### config.mk
export PLATFORM = sky130hd
export DESIGN_NAME = seg_access_ctrl_flat
export DESIGN_NICKNAME = d
export VERILOG_FILES = /design/src/rtl/seg_access_ctrl_pkg.sv /design/src/rtl/seg_access_ctrl_if.sv /design/src/rtl/seg_access_ctrl_arbiter.sv /design/src/rtl/seg_access_ctrl.sv /design/src/flat_wrapper.sv
export SDC_FILE = /design/constraint.sdc
export NUM_CORES = 1
export LEC_CHECK = 0
export CAP_MARGIN = 20
export CORE_UTILIZATION = 41
export CTS_CLUSTER_DIAMETER = 60
export CTS_CLUSTER_SIZE = 28
export DETAILED_ROUTE_END_ITERATION = 10
export PLACE_DENSITY = 0.91
export REMOVE_ABC_BUFFERS = 1
export SYNTH_ARGS = -nofsm -noshare
export SYNTH_HDL_FRONTEND = slang
export SYNTH_HIERARCHICAL = 1
export SYNTH_SLANG_ARGS = --single-unit
### constraint.sdc
create_clock -name clk -period 2.85 [get_ports clk]
set_input_delay 0.57 -clock clk [delete_from_list [all_inputs] [get_ports clk]]
set_output_delay 0.57 -clock clk [all_outputs]
set_load 0.005 [all_outputs]
### src/rtl/seg_access_ctrl_pkg.sv
// Purpose: shared types and constants for the segment access controller.
// Latency: n/a (declarations only).
// Backpressure: n/a.
// Contents: segment codes, FSM state enum, physical-address width.
package seg_pkg;

  localparam int PHYS_W = 20;

  localparam logic [1:0] SEG_ES = 2'b00;
  localparam logic [1:0] SEG_CS = 2'b01;
  localparam logic [1:0] SEG_SS = 2'b10;
  localparam logic [1:0] SEG_DS = 2'b11;

  typedef enum logic [2:0] {
    ST_IDLE  = 3'd0,
    ST_WRITE = 3'd1,
    ST_READ  = 3'd2,
    ST_CALC  = 3'd3,
    ST_DONE  = 3'd4
  } seg_state_t;

endpackage

### src/rtl/seg_access_ctrl_if.sv
// Purpose: request/ack bundle between decoder/execute and the segment access controller.
// Latency: n/a (wires only).
// Backpressure: each req is held by the master until its one-cycle ack pulse.
// Modports: master = decoder/execute side (drives requests), slave = controller (drives acks).
interface seg_access_ctrl_if #(
  parameter int SEG_W = 16
);
  logic             fetch_req;
  logic [SEG_W-1:0] fetch_off;
  logic             fetch_ack;
  logic             data_req;
  logic [SEG_W-1:0] data_off;
  logic [1:0]       data_seg;
  logic             data_no_ovr;
  logic             data_ack;
  logic             ovr_valid;
  logic [1:0]       ovr_seg;
  logic             wr_req;
  logic [1:0]       wr_sel;
  logic [SEG_W-1:0] wr_data;
  logic             wr_ack;

  modport master (
    output fetch_req, fetch_off, data_req, data_off, data_seg, data_no_ovr,
           ovr_valid, ovr_seg, wr_req, wr_sel, wr_data,
    input  fetch_ack, data_ack, wr_ack
  );

  modport slave (
    input  fetch_req, fetch_off, data_req, data_off, data_seg, data_no_ovr,
           ovr_valid, ovr_seg, wr_req, wr_sel, wr_data,
    output fetch_ack, data_ack, wr_ack
  );

endinterface

### src/rtl/seg_access_ctrl_arbiter.sv
// Purpose: fetch/data priority arbiter with a starvation guard for fetch.
// Latency: grant is combinational; starvation counter updates on the clock edge.
// Backpressure: grants only while arb_en is high; losers simply stay pending.
// Ports: clk, rst, arb_en, fetch_req, data_req -> grant_fetch, grant_data.
module seg_arbiter #(
  parameter int STARVE_MAX = 3
) (
  input  logic clk,
  input  logic rst,
  input  logic arb_en,
  input  logic fetch_req,
  input  logic data_req,
  output logic grant_fetch,
  output logic grant_data
);

  localparam int CNT_W = $clog2(STARVE_MAX + 1);

  logic [CNT_W-1:0] starve_cnt;
  logic             starved;

  assign starved = (starve_cnt == CNT_W'(STARVE_MAX));

  // Data normally beats fetch; once fetch has lost STARVE_MAX contested
  // rounds in a row it is given the next contested grant.
  always_comb begin
    grant_fetch = arb_en && fetch_req && (!data_req || starved);
    grant_data  = arb_en && data_req && (!fetch_req || !starved);
  end

  always_ff @(posedge clk) begin
    if (rst) begin
      starve_cnt <= '0;
    end else if (grant_fetch) begin
      starve_cnt <= '0;
    end else if (grant_data && fetch_req && !starved) begin
      starve_cnt <= starve_cnt + CNT_W'(1);
    end
  end

endmodule

### src/rtl/seg_access_ctrl.sv
// Purpose: sequences segment-register reads/writes and forms 20-bit physical addresses.
// Latency: fetch/data ack 3 cycles after the IDLE grant; write ack 1 cycle after IDLE.
// Backpressure: requests are held until ack; writes pre-empt reads in IDLE, fetch starvation-guarded.
// Ports: clk, rst, bus (seg_access_ctrl_if.slave), register file read/write port,
//        phys_addr, busy.
// Build option: SEG_OVERRIDE_EN builds the segment-override prefix latch; without
//        it ovr_valid/ovr_seg are ignored and data always uses data_seg.
module seg_access_ctrl
  import seg_pkg::*;
#(
  parameter int SEG_W      = 16,
  parameter int ADDR_W     = PHYS_W,
  parameter int STARVE_MAX = 3
) (
  input  logic              clk,
  input  logic              rst,
  seg_access_ctrl_if.slave  bus,
  output logic [1:0]        seg_rd_sel,
  input  logic [SEG_W-1:0]  seg_rd_data,
  output logic              seg_wr_en,
  output logic [1:0]        seg_wr_sel,
  output logic [SEG_W-1:0]  seg_wr_data,
  output logic [ADDR_W-1:0] phys_addr,
  output logic              busy
);

  seg_state_t       state_q, state_d;
  logic             win_data_q;
  logic [SEG_W-1:0] off_q;
  logic             arb_en;
  logic             grant_fetch, grant_data;
  logic [1:0]       data_rd_seg;
  logic [ADDR_W-1:0] calc_addr;

  // Pending writes are served ahead of any read request.
  assign arb_en = (state_q == ST_IDLE) && !bus.wr_req;

  seg_arbiter #(
    .STARVE_MAX (STARVE_MAX)
  ) u_arb (
    .clk         (clk),
    .rst         (rst),
    .arb_en      (arb_en),
    .fetch_req   (bus.fetch_req),
    .data_req    (bus.data_req),
    .grant_fetch (grant_fetch),
    .grant_data  (grant_data)
  );

`ifdef SEG_OVERRIDE_EN
  logic       ovr_vld_q;
  logic [1:0] ovr_seg_q;

  // A new prefix always wins over the clear so a prefix decoded during the
  // closing cycle of a data access is kept for the next one.
  always_ff @(posedge clk) begin
    if (rst) begin
      ovr_vld_q <= 1'b0;
      ovr_seg_q <= 2'b00;
    end else if (bus.ovr_valid) begin
      ovr_vld_q <= 1'b1;
      ovr_seg_q <= bus.ovr_seg;
    end else if (state_q == ST_DONE && win_data_q) begin
      ovr_vld_q <= 1'b0;
    end
  end

  // Uses the registered latch, so a prefix arriving during READ is not
  // applied to the access already in READ.
  always_comb begin
    data_rd_seg = bus.data_seg;
    if (ovr_vld_q && !bus.data_no_ovr) begin
      data_rd_seg = ovr_seg_q;
    end
  end
`else
  logic unused_ovr;
  assign unused_ovr  = ^{bus.ovr_valid, bus.ovr_seg};
  assign data_rd_seg = bus.data_seg;
`endif

  // Offset is zero-extended; the carry out of the top bit is dropped so the
  // address wraps within the physical space.
  assign calc_addr = {seg_rd_data, 4'b0000} + ADDR_W'(off_q);

  // State register
  always_ff @(posedge clk) begin
    if (rst) begin
      state_q <= ST_IDLE;
    end else begin
      state_q <= state_d;
    end
  end

  // Next-state logic
  always_comb begin
    state_d = state_q;
    case (state_q)
      ST_IDLE: begin
        if (bus.wr_req) begin
          state_d = ST_WRITE;
        end else if (grant_fetch || grant_data) begin
          state_d = ST_READ;
        end
      end
      ST_WRITE: state_d = ST_IDLE;
      ST_READ:  state_d = ST_CALC;
      ST_CALC:  state_d = ST_DONE;
      ST_DONE:  state_d = ST_IDLE;
      default:  state_d = ST_IDLE;
    endcase
  end

  // Winner/offset capture and the address register
  always_ff @(posedge clk) begin
    if (rst) begin
      win_data_q <= 1'b0;
      off_q      <= '0;
      phys_addr  <= '0;
    end else begin
      if (grant_fetch) begin
        win_data_q <= 1'b0;
        off_q      <= bus.fetch_off;
      end else if (grant_data) begin
        win_data_q <= 1'b1;
        off_q      <= bus.data_off;
      end
      if (state_q == ST_CALC) begin
        phys_addr <= calc_addr;
      end
    end
  end

  // Output logic; everything is forced quiet during the reset cycle so an
  // interrupted write or access never leaks an enable or ack.
  always_comb begin
    seg_rd_sel    = 2'b00;
    seg_wr_en     = 1'b0;
    seg_wr_sel    = 2'b00;
    seg_wr_data   = '0;
    bus.fetch_ack = 1'b0;
    bus.data_ack  = 1'b0;
    bus.wr_ack    = 1'b0;
    if (!rst) begin
      case (state_q)
        ST_WRITE: begin
          seg_wr_en   = 1'b1;
          seg_wr_sel  = bus.wr_sel;
          seg_wr_data = bus.wr_data;
          bus.wr_ack  = 1'b1;
        end
        ST_READ: begin
          seg_rd_sel = win_data_q ? data_rd_seg : SEG_CS;
        end
        ST_DONE: begin
          bus.fetch_ack = !win_data_q;
          bus.data_ack  = win_data_q;
        end
        default: ;
      endcase
    end
  end

  assign busy = (state_q != ST_IDLE);

  // Requests must stay asserted until their ack has been seen.
  a_hold_wr: assert property (@(posedge clk) disable iff (rst)
    (state_q == ST_WRITE) |-> bus.wr_req);
  a_hold_fetch: assert property (@(posedge clk) disable iff (rst)
    (state_q inside {ST_READ, ST_CALC, ST_DONE} && !win_data_q) |-> bus.fetch_req);
  a_hold_data: assert property (@(posedge clk) disable iff (rst)
    (state_q inside {ST_READ, ST_CALC, ST_DONE} && win_data_q) |-> bus.data_req);

endmodule

### src/flat_wrapper.sv
// flat-port wrapper written by rule: the top's interface ports become plain ports
module seg_access_ctrl_flat import seg_pkg::*;
#(
  parameter int SEG_W      = 16,
  parameter int ADDR_W     = PHYS_W,
  parameter int STARVE_MAX = 3
)
  (clk, rst, seg_rd_sel, seg_rd_data, seg_wr_en, seg_wr_sel, seg_wr_data, phys_addr, busy, bus_fetch_req, bus_fetch_off, bus_data_req, bus_data_off, bus_data_seg, bus_data_no_ovr, bus_ovr_valid, bus_ovr_seg, bus_wr_req, bus_wr_sel, bus_wr_data, bus_fetch_ack, bus_data_ack, bus_wr_ack);
  seg_access_ctrl_if #(.SEG_W(SEG_W)) bus_i ();
  input  logic clk;
  input  logic rst;
  output logic [1:0] seg_rd_sel;
  input  logic [SEG_W-1:0] seg_rd_data;
  output logic seg_wr_en;
  output logic [1:0] seg_wr_sel;
  output logic [SEG_W-1:0] seg_wr_data;
  output logic [ADDR_W-1:0] phys_addr;
  output logic busy;
  input wire logic [$bits(bus_i.fetch_req)-1:0] bus_fetch_req;
  input wire logic [$bits(bus_i.fetch_off)-1:0] bus_fetch_off;
  input wire logic [$bits(bus_i.data_req)-1:0] bus_data_req;
  input wire logic [$bits(bus_i.data_off)-1:0] bus_data_off;
  input wire logic [$bits(bus_i.data_seg)-1:0] bus_data_seg;
  input wire logic [$bits(bus_i.data_no_ovr)-1:0] bus_data_no_ovr;
  input wire logic [$bits(bus_i.ovr_valid)-1:0] bus_ovr_valid;
  input wire logic [$bits(bus_i.ovr_seg)-1:0] bus_ovr_seg;
  input wire logic [$bits(bus_i.wr_req)-1:0] bus_wr_req;
  input wire logic [$bits(bus_i.wr_sel)-1:0] bus_wr_sel;
  input wire logic [$bits(bus_i.wr_data)-1:0] bus_wr_data;
  output wire logic [$bits(bus_i.fetch_ack)-1:0] bus_fetch_ack;
  output wire logic [$bits(bus_i.data_ack)-1:0] bus_data_ack;
  output wire logic [$bits(bus_i.wr_ack)-1:0] bus_wr_ack;
  assign bus_i.fetch_req = bus_fetch_req;
  assign bus_i.fetch_off = bus_fetch_off;
  assign bus_i.data_req = bus_data_req;
  assign bus_i.data_off = bus_data_off;
  assign bus_i.data_seg = bus_data_seg;
  assign bus_i.data_no_ovr = bus_data_no_ovr;
  assign bus_i.ovr_valid = bus_ovr_valid;
  assign bus_i.ovr_seg = bus_ovr_seg;
  assign bus_i.wr_req = bus_wr_req;
  assign bus_i.wr_sel = bus_wr_sel;
  assign bus_i.wr_data = bus_wr_data;
  assign bus_fetch_ack = bus_i.fetch_ack;
  assign bus_data_ack = bus_i.data_ack;
  assign bus_wr_ack = bus_i.wr_ack;
  seg_access_ctrl #(.SEG_W(SEG_W), .ADDR_W(ADDR_W), .STARVE_MAX(STARVE_MAX)) u_core (.clk(clk), .rst(rst), .bus(bus_i), .seg_rd_sel(seg_rd_sel), .seg_rd_data(seg_rd_data), .seg_wr_en(seg_wr_en), .seg_wr_sel(seg_wr_sel), .seg_wr_data(seg_wr_data), .phys_addr(phys_addr), .busy(busy));
endmodule
* Yosys cells after proc, flatten, opt, wreduce, memory -nomap -nowiden *
Index checks and enable logic that the tools add are counted.
Widths: inputs -> output; s select.

storage, ports and cells
  flip-flop bits (word level) = 42
  word-level logic and storage cells = 50
  output and inout bits = 45

operators by class
  equal/unequal tests = 6
  reduce and logical (&&, ||, !) cells = 19
  $add $sub $neg = 2
  muxes and demuxes = 18

operators with widths
  kind                 count
  $mux 16              4
  $add 20x16->20       1
  $mux 2               5
  $pmux 3 s3           1
  $logic_and 1x1->1    7
  $eq 3x2->1 const B   2
  $mux 1               6
  $mux 3               2
  $logic_not 1->1      5
  $eq 3x1->1 const B   1
  $eq 3x3->1 const B   1
  $logic_not 3->1      1
  $logic_or 1x1->1     3
  $ne 3x3->1 const B   1
  $reduce_bool 3->1    1
  $add 2x1->2 const B  1
  $eq 2x2->1 const B   1
  $reduce_bool 2->1    1
  $reduce_or 2->1      1

* Longest topological paths before layout *
Gate-level depths: netlist (run 1).

  word-level depth = 8
  gate-level depth with buffers = 10

* Modules after synthesis *
The synthesis (run 1) kept the hierarchy.

modules (own cells, without submodules)
  module           area each (sq um)  cells each  sequential area each (sq um)  instances
  seg_access_ctrl  2,384.8            294         800.8                         1
  seg_arbiter      136.4              14          40.0                          1

* Worst setup path after synthesis (run 1) *
No wires, ideal clock.

  path type = input to register
  start point = input port seg_rd_data[0]
  end point = register u_core.phys_addr[16]
  arrival = 2.529 ns
  setup slack = 0.204 ns
  stages = 7
  library setup time = 0.117 ns
  required time = 2.733 ns
  path through = ha_1 > fa_1 > a21o_1 > a311o_1 > and3_4 > or3_1 > a32o_1

between the ends
  cells in the longest elaborated chain, start to end = 1

RTL lines
  what                    line                    source
  start: declaration      flat_wrapper.sv:13      input logic [SEG_W-1:0] seg_rd_data;
  $add 20x16->20          seg_access_ctrl.sv:84   assign calc_addr = {seg_rd_data, 4'b0000} + ADDR_W'(off_q);
  end signal: assignment  seg_access_ctrl.sv:129  phys_addr <= calc_addr;
  end: declaration        seg_access_ctrl.sv:23   output logic [ADDR_W-1:0] phys_addr,

Every way passes these cells.
A chain may end at the register's enable or synchronous reset.

* Worst setup path after layout (run 1) *
Ends and elaborated chain as after synthesis.

==> run_results.csv, run 1 <==
group,metric,value,unit
min_path,whs_path_depth,2,
synthesis,synth_seq_cells,42,
timing,slew_headroom,47.5,%
timing,period_share,97.1,%
cells_and_area,layout-drive-gt1-share,7.42,%
worst_setup_path,critPathLaunchType,"input pin",
synthesis,yosysMostFrequentCell,"nor2_1",
grt,grt_pass1_vias,2535,
worst_setup_path,arrival,2.97,ns
timing,clock.fmax,361,MHz
timing,tns,0,ns
power_and_ir_drop,ir_drop,0.000252,V
grt,met2_usage,41.3,%
routing,ant_nets,0,
grt,antenna_found_initial,0,
power_and_ir_drop,p_leak,0.00153,µW
clock_tree,holdBufCountCts,0,
synthesis,yosys_warnings,6,
place,hpwlAfterDp,5390,µm
grt,use_met3,5.57,%
power_and_ir_drop,total_power,1410,µW
synthesis,syn_inst,308,
routing,first_iter_violations,159,
grt,busiest_layer,"met2",
die,die_w,80.4,µm
die,core_area,5920,µm²
place,port-buffer-count,117,
timing,clock_skew,0.0103,ns
worst_setup_path,cp.required,3.05,ns
timing,final-setup-viol-count,0,
timing,fin_ws,0.0823,ns
cells_and_area,seq_area,841,µm²
synthesis,syn_area,2520,µm²
die,die_y,80.4,µm
job,cap_violations,0,
die,rows,28,
cells_and_area,post_layout_nonfiller_instances,506,
cells_and_area,fillers,503,
die,die_area,6470,µm²
die,initial_utilization,42.6,%
grt,grt.total_usage,22.0,%
worst_setup_path,setup.worst_path.end_class,"register",
routing,routed_wl,6930,µm
timing,worst_pin_slew,0.785,ns
routing,firstDrtPassIters,4,
worst_setup_path,crit_type,"input pin to register",
timing,rsz0062_at_grt,"false",
clock_tree,clkLatencyLatePin,0.30,ns
grt,grt_pass1_wl,11100,µm
routing,vias_per_cell,5.34,
synthesis,ys.flop_type,"dfxtp_1",
power_and_ir_drop,pwr_density_cell,361,nW/µm²
synthesis,synth_top_cell_by_area,"dfxtp_1",
worst_setup_path,r2r_start,"u_core/off_q[4]",
cells_and_area,syn_to_final_growth,54.8,%
clock_tree,cts_sinks,42,
routing,drc_errors,0,
synthesis,ys_types,58,
clock_tree,h-tree-depth,2,
synthesis,ys_top_cells_by_area,"dfxtp_1 33%, a21oi_1 7.1%, nor2_1 7.0%",
clock_tree,cts_tree,"yes",
run_status,status,"complete, no violations",
timing,slew_viol_final,0,
worst_setup_path,startpoint,"seg_rd_data[0]",
routing,vias,2704,
clock_tree,cts-resized-gates,0,
place,place_inst,498,
synthesis,synth_common_cells,"47 x nor2_1, 42 x dfxtp_1, 36 x a21oi_1",
clock_tree,postCtsSetupBuffers,0,
grt,grt_util_met1,24.0,%
timing,period_minus_slack,2.77,ns
synthesis,synth_enable_flop_cells,0,
timing,hold_viol_final,0,
grt,overflow,0,
synthesis,syn_area_per_cell,8.19,µm²
synthesis,synth_top_area_share,33.3,%
cells_and_area,num_antenna_cells,0,
worst_setup_path,r2r_cells,7,
grt,grt_max_degree,44,
routing,wire_per_inst,13.7,µm
die,pin_count,122,
clock_tree,clockBufferDepth,2,
cells_and_area,nets,521,
min_path,hold_path_class,"register to register",
synthesis,async_flop_share,0,%
worst_setup_path,crit_fanout,4,
clock_tree,root_buffer,"clkbuf_8",
clock_tree,cts_buffers,5,
place,preCtsSetupSlack,-0.242,ns
place,globalplace.congestion,0.852,
clock_tree,cts.clk_slew.worst_paths,0.09,ns
timing,hold_ws,0.452,ns
cells_and_area,multi_input_area,1580,µm²
min_path,min_from,"u_core/phys_addr[7]",
synthesis,yosysSeqAreaShare,33.3,%
-- kinds of logic after synthesis --
group	share of synthesized area, %
AO/OA/AOI/OAI	20.3
XOR/XNOR	2.43
adder cells (fa/ha/maj)	7.25
buffers and inverters	4.32
flip-flops	33.4
multiplexers	6.35
AND/OR/NAND/NOR	26.0
-- layer usage --
metal	up-vias	share of wire, %
met4	0	1.1
met1	1237	39
met2	120	51
li1	1340	-
met5	-	0
met3	7	9.2
-- layout make-up --
type,count,area share (%)
Timing Repair Buffer,131,32.9
Inverter,5,0.481
Clock buffer,5,1.76
Clock inverter,3,0.545
Sequential cell,42,21.5
Multi-Input combinational cell,245,40.4
Tap cell,75,2.40
-- stage by stage --
step | instance area [µm²] | utilization, %
detailed placement | 3810 | 64.4
global placement | 3810 | 64.4
finish | 3900 | 65.9
CTS | 3900 | 65.9
global route | 3900 | 65.9
floorplan | 2430 | -
-- state kept, by name, indices dropped and copies added, names as in the netlist --
register	cells
u_core/off_q	16
u_core/phys_addr	20
u_core/state_q	3
u_core/u_arb/starve_cnt	2
u_core/win_data_q	1
-- critical path: stages --
cell,delay [ns]
clkdlybuf4s50_1,0.41
ha_1,0.23
fa_1,0.38
a21o_1,0.21
a311o_1,0.38
and3_4,0.19
or3_1,0.34
a32o_1,0.25
-- cell usage in the layout (no fill, tap or decap), types with 5 or more instances in the layout --
cell / netlist / routed
dfxtp_1: 42 / 42
buf_4: 1 / 13
nand2_1: 28 / 28
a21o_1: 6 / 6
a21oi_1: 36 / 35
clkdlybuf4s50_1: 0 / 116
inv_1: 5 / 5
and2_1: 20 / 20
clkbuf_8: 1 / 5
xnor2_1: 6 / 6
nor2_1: 47 / 47
mux2i_1: 16 / 16
ha_1: 13 / 13
nor3_1: 6 / 6
-- where the power goes --
part / internal, µW / switching (µW)
Clock: 172 / 219
Combinational: 224 / 167
Sequential: 610 / 16.2
-- path summary, 6_finish.rpt --
path / slack, ns / to
worst max-delay path: 0.08 / u_core/phys_addr[16]
worst min-delay path: 0.45 / u_core/phys_addr[7]
worst max register to register: 0.47 / u_core/phys_addr[16]
worst min register to register: 0.45 / u_core/phys_addr[7]
No activity file was read; power rests on OpenSTA's default activity.
==> inputs of run 2 (changes only) <==
- CORE_MARGIN: default -> 2
==> run 2 against run 1 <==
- critical path depth is the same
- die area grew 5.0%
- first-iteration DRC count shrank 22%
- utilization is essentially flat
- via count shrank 1.1%
- sequential power is essentially flat
- register-to-register slack lost 0.03 ns
- setup slack lost 0.032 ns
- final cell count shrank 0.40%
==> run_results.csv, run 2 (synthesis gave the netlist of run 1 again) <==
group,metric,value,unit
min_path,hold_path_class,"register to register",
grt,grt_max_degree,44,
clock_tree,cts.clk_slew.worst_paths,0.08,ns
place,hpwlAfterDp,5310,µm
worst_setup_path,critPathLaunchType,"input pin",
cells_and_area,num_antenna_cells,0,
power_and_ir_drop,ir_drop,0.000301,V
die,die_y,82.4,µm
clock_tree,cts_tree,"yes",
clock_tree,holdBufCountCts,0,
min_path,hold_end,"u_core/phys_addr[10]",
grt,antenna_found_initial,0,
power_and_ir_drop,pwr-share-comb,27.5,%
worst_setup_path,r2r_cells,7,
grt,overflow,0,
power_and_ir_drop,p_int,1030,µW
die,die_w,82.4,µm
routing,vias_per_cell,5.31,
cells_and_area,top_regs,"u_core/phys_addr x20, u_core/off_q x16, u_core/state_q x3",
clock_tree,cts_sinks,42,
worst_setup_path,rr_endpoint,"u_core/phys_addr[16]",
power_and_ir_drop,switching_share,27.3,%
place,placed_area,3810,µm²
min_path,min_from,"u_core/phys_addr[10]",
timing,worst_pin_slew,0.800,ns
routing,ant_nets,0,
die,core_area,5920,µm²
power_and_ir_drop,power_frac_seq,44.3,%
routing,wire_per_inst,13.7,µm
power_and_ir_drop,total_power,1410,µW
cells_and_area,nets,519,
die,initial_utilization,42.6,%
timing,clock.fmax,357,MHz
die,rows,28,
cells_and_area,top_register,"u_core/phys_addr",
die,pin_count,122,
run_status,status,"complete, no violations",
routing,firstDrtPassIters,4,
die,die_area,6790,µm²
timing,final-setup-viol-count,0,
clock_tree,cts-resized-gates,0,
clock_tree,postCtsSetupBuffers,0,
worst_setup_path,r2r_start,"u_core/off_q[4]",
power_and_ir_drop,p_sw,385,µW
clock_tree,cts_buffers,5,
clock_tree,clockBufferDepth,2,
worst_setup_path,r2r_setup_slack,0.44,ns
cells_and_area,final_common_cell,"clkdlybuf4s50_1",
timing,hold_viol_final,0,
routing,vias,2675,
cells_and_area,layout_common_cells,"116 x clkdlybuf4s50_1, 47 x nor2_1, 42 x dfxtp_1",
cells_and_area,largest_reg_flops,20,
timing,rsz0062_at_grt,"false",
power_and_ir_drop,pwr-share-clk,28.3,%
min_path,whs_path_depth,2,
place,port-buffer-count,117,
routing,first_iter_violations,124,
worst_setup_path,crit_fanout,4,
clock_tree,h-tree-depth,2,
grt,grt_pass1_vias,2607,
timing,slew_headroom,46.5,%
worst_setup_path,setup.worst_path.end_class,"register",
place,globalplace.congestion,0.903,
worst_setup_path,crit_type,"input pin to register",
grt,grt_pass1_wl,10900,µm
job,cap_violations,0,
cells_and_area,fin_area,3910,µm²
worst_setup_path,cp.required,3.03,ns
cells_and_area,syn_to_final_growth,54.9,%
timing,clock_skew,0.00553,ns
cells_and_area,layout-drive-gt1-share,6.99,%
routing,routed_wl,6910,µm
timing,period_minus_slack,2.80,ns
worst_setup_path,startpoint,"seg_rd_data[0]",
timing,slew_viol_final,0,
routing,drc_errors,0,
power_and_ir_drop,pwr_density_cell,362,nW/µm²
power_and_ir_drop,p_leak,0.00152,µW
clock_tree,clkLatencyLatePin,0.29,ns
grt,grt.total_usage,20.6,%
clock_tree,root_buffer,"clkbuf_8",
timing,period_share,98.2,%
worst_setup_path,arrival,2.98,ns
[run 2: changes by cell type in the layout (fill, tap and decap cells not counted), sizes merged]
cell,before,now
buf,15,13
clkbuf,5,6
clkinv,2,1
[run 2: cell type report]
cell class                      count  area [µm²]
Clock inverter                      2        12.5
Inverter                            5        18.8
Tap cell                           75        93.8
Timing Repair Buffer              129        1280
Multi-Input combinational cell    245        1580
Fill cell                         508        2020
Clock buffer                        6        82.6
Sequential cell                    42         841
[run 2: routing by layer]
metal / global-route usage (%) / part of all wire, % / up-vias
met5: 0 / 0 / -
li1: - / - / 1333
met2: 40.3 / 51 / 98
met1: 21.1 / 39 / 1238
met4: 5.67 / 0.85 / 0
met3: 5.54 / 9.6 / 6
[run 2: worst max-delay path by stage]
stage	to	slack, ns	depth (start not counted)
finish	u_core/phys_addr[16]	0.05	8
global route	u_core/phys_addr[16]	0.02	8
CTS	u_core/phys_addr[16]	0.01	8
detailed placement	u_core/phys_addr[16]	-0.28	8
global placement	u_core/phys_addr[16]	-0.24	8
floorplan	u_core/off_q[14]	-0.006	7
[run 2: worst max-delay path, stage by stage]
cell             delay (ns)
clkdlybuf4s50_1        0.40
ha_1                   0.23
fa_1                   0.39
a21o_1                 0.22
a311o_1                0.35
and3_4                 0.19
or3_1                  0.35
a32o_1                 0.26
[run 2: metrics by stage]
stage	instances	setup TNS, ns	hold WS (ns)	setup slack, ns	util, %
6_report	504	0	0.456	0.0504	66.0
5_1_grt	504	0	0.470	0.0173	66.0
4_1_cts	504	0	0.460	0.0143	66.0
3_5_place_dp	496	-0.749	0.448	-0.280	64.3
3_3_place_gp	496	-0.602	0.436	-0.243	64.3
2_1_floorplan	292	-0.0708	0.425	-0.00563	-
[run 2: power groups by stage]
stage	Sequential (µW)	Clock (µW)	Combinational, µW
2_1_floorplan	636	0	186
3_3_place_gp	639	0	375
3_5_place_dp	640	0	386
4_1_cts	626	409	389
5_1_grt	629	440	428
6_report	626	400	388
==> inputs of run 3 (changes only) <==
- SLEW_MARGIN: default -> 20
==> results of run 3 <==
The final DEF is identical to that of run 2; final timing and power are the same.
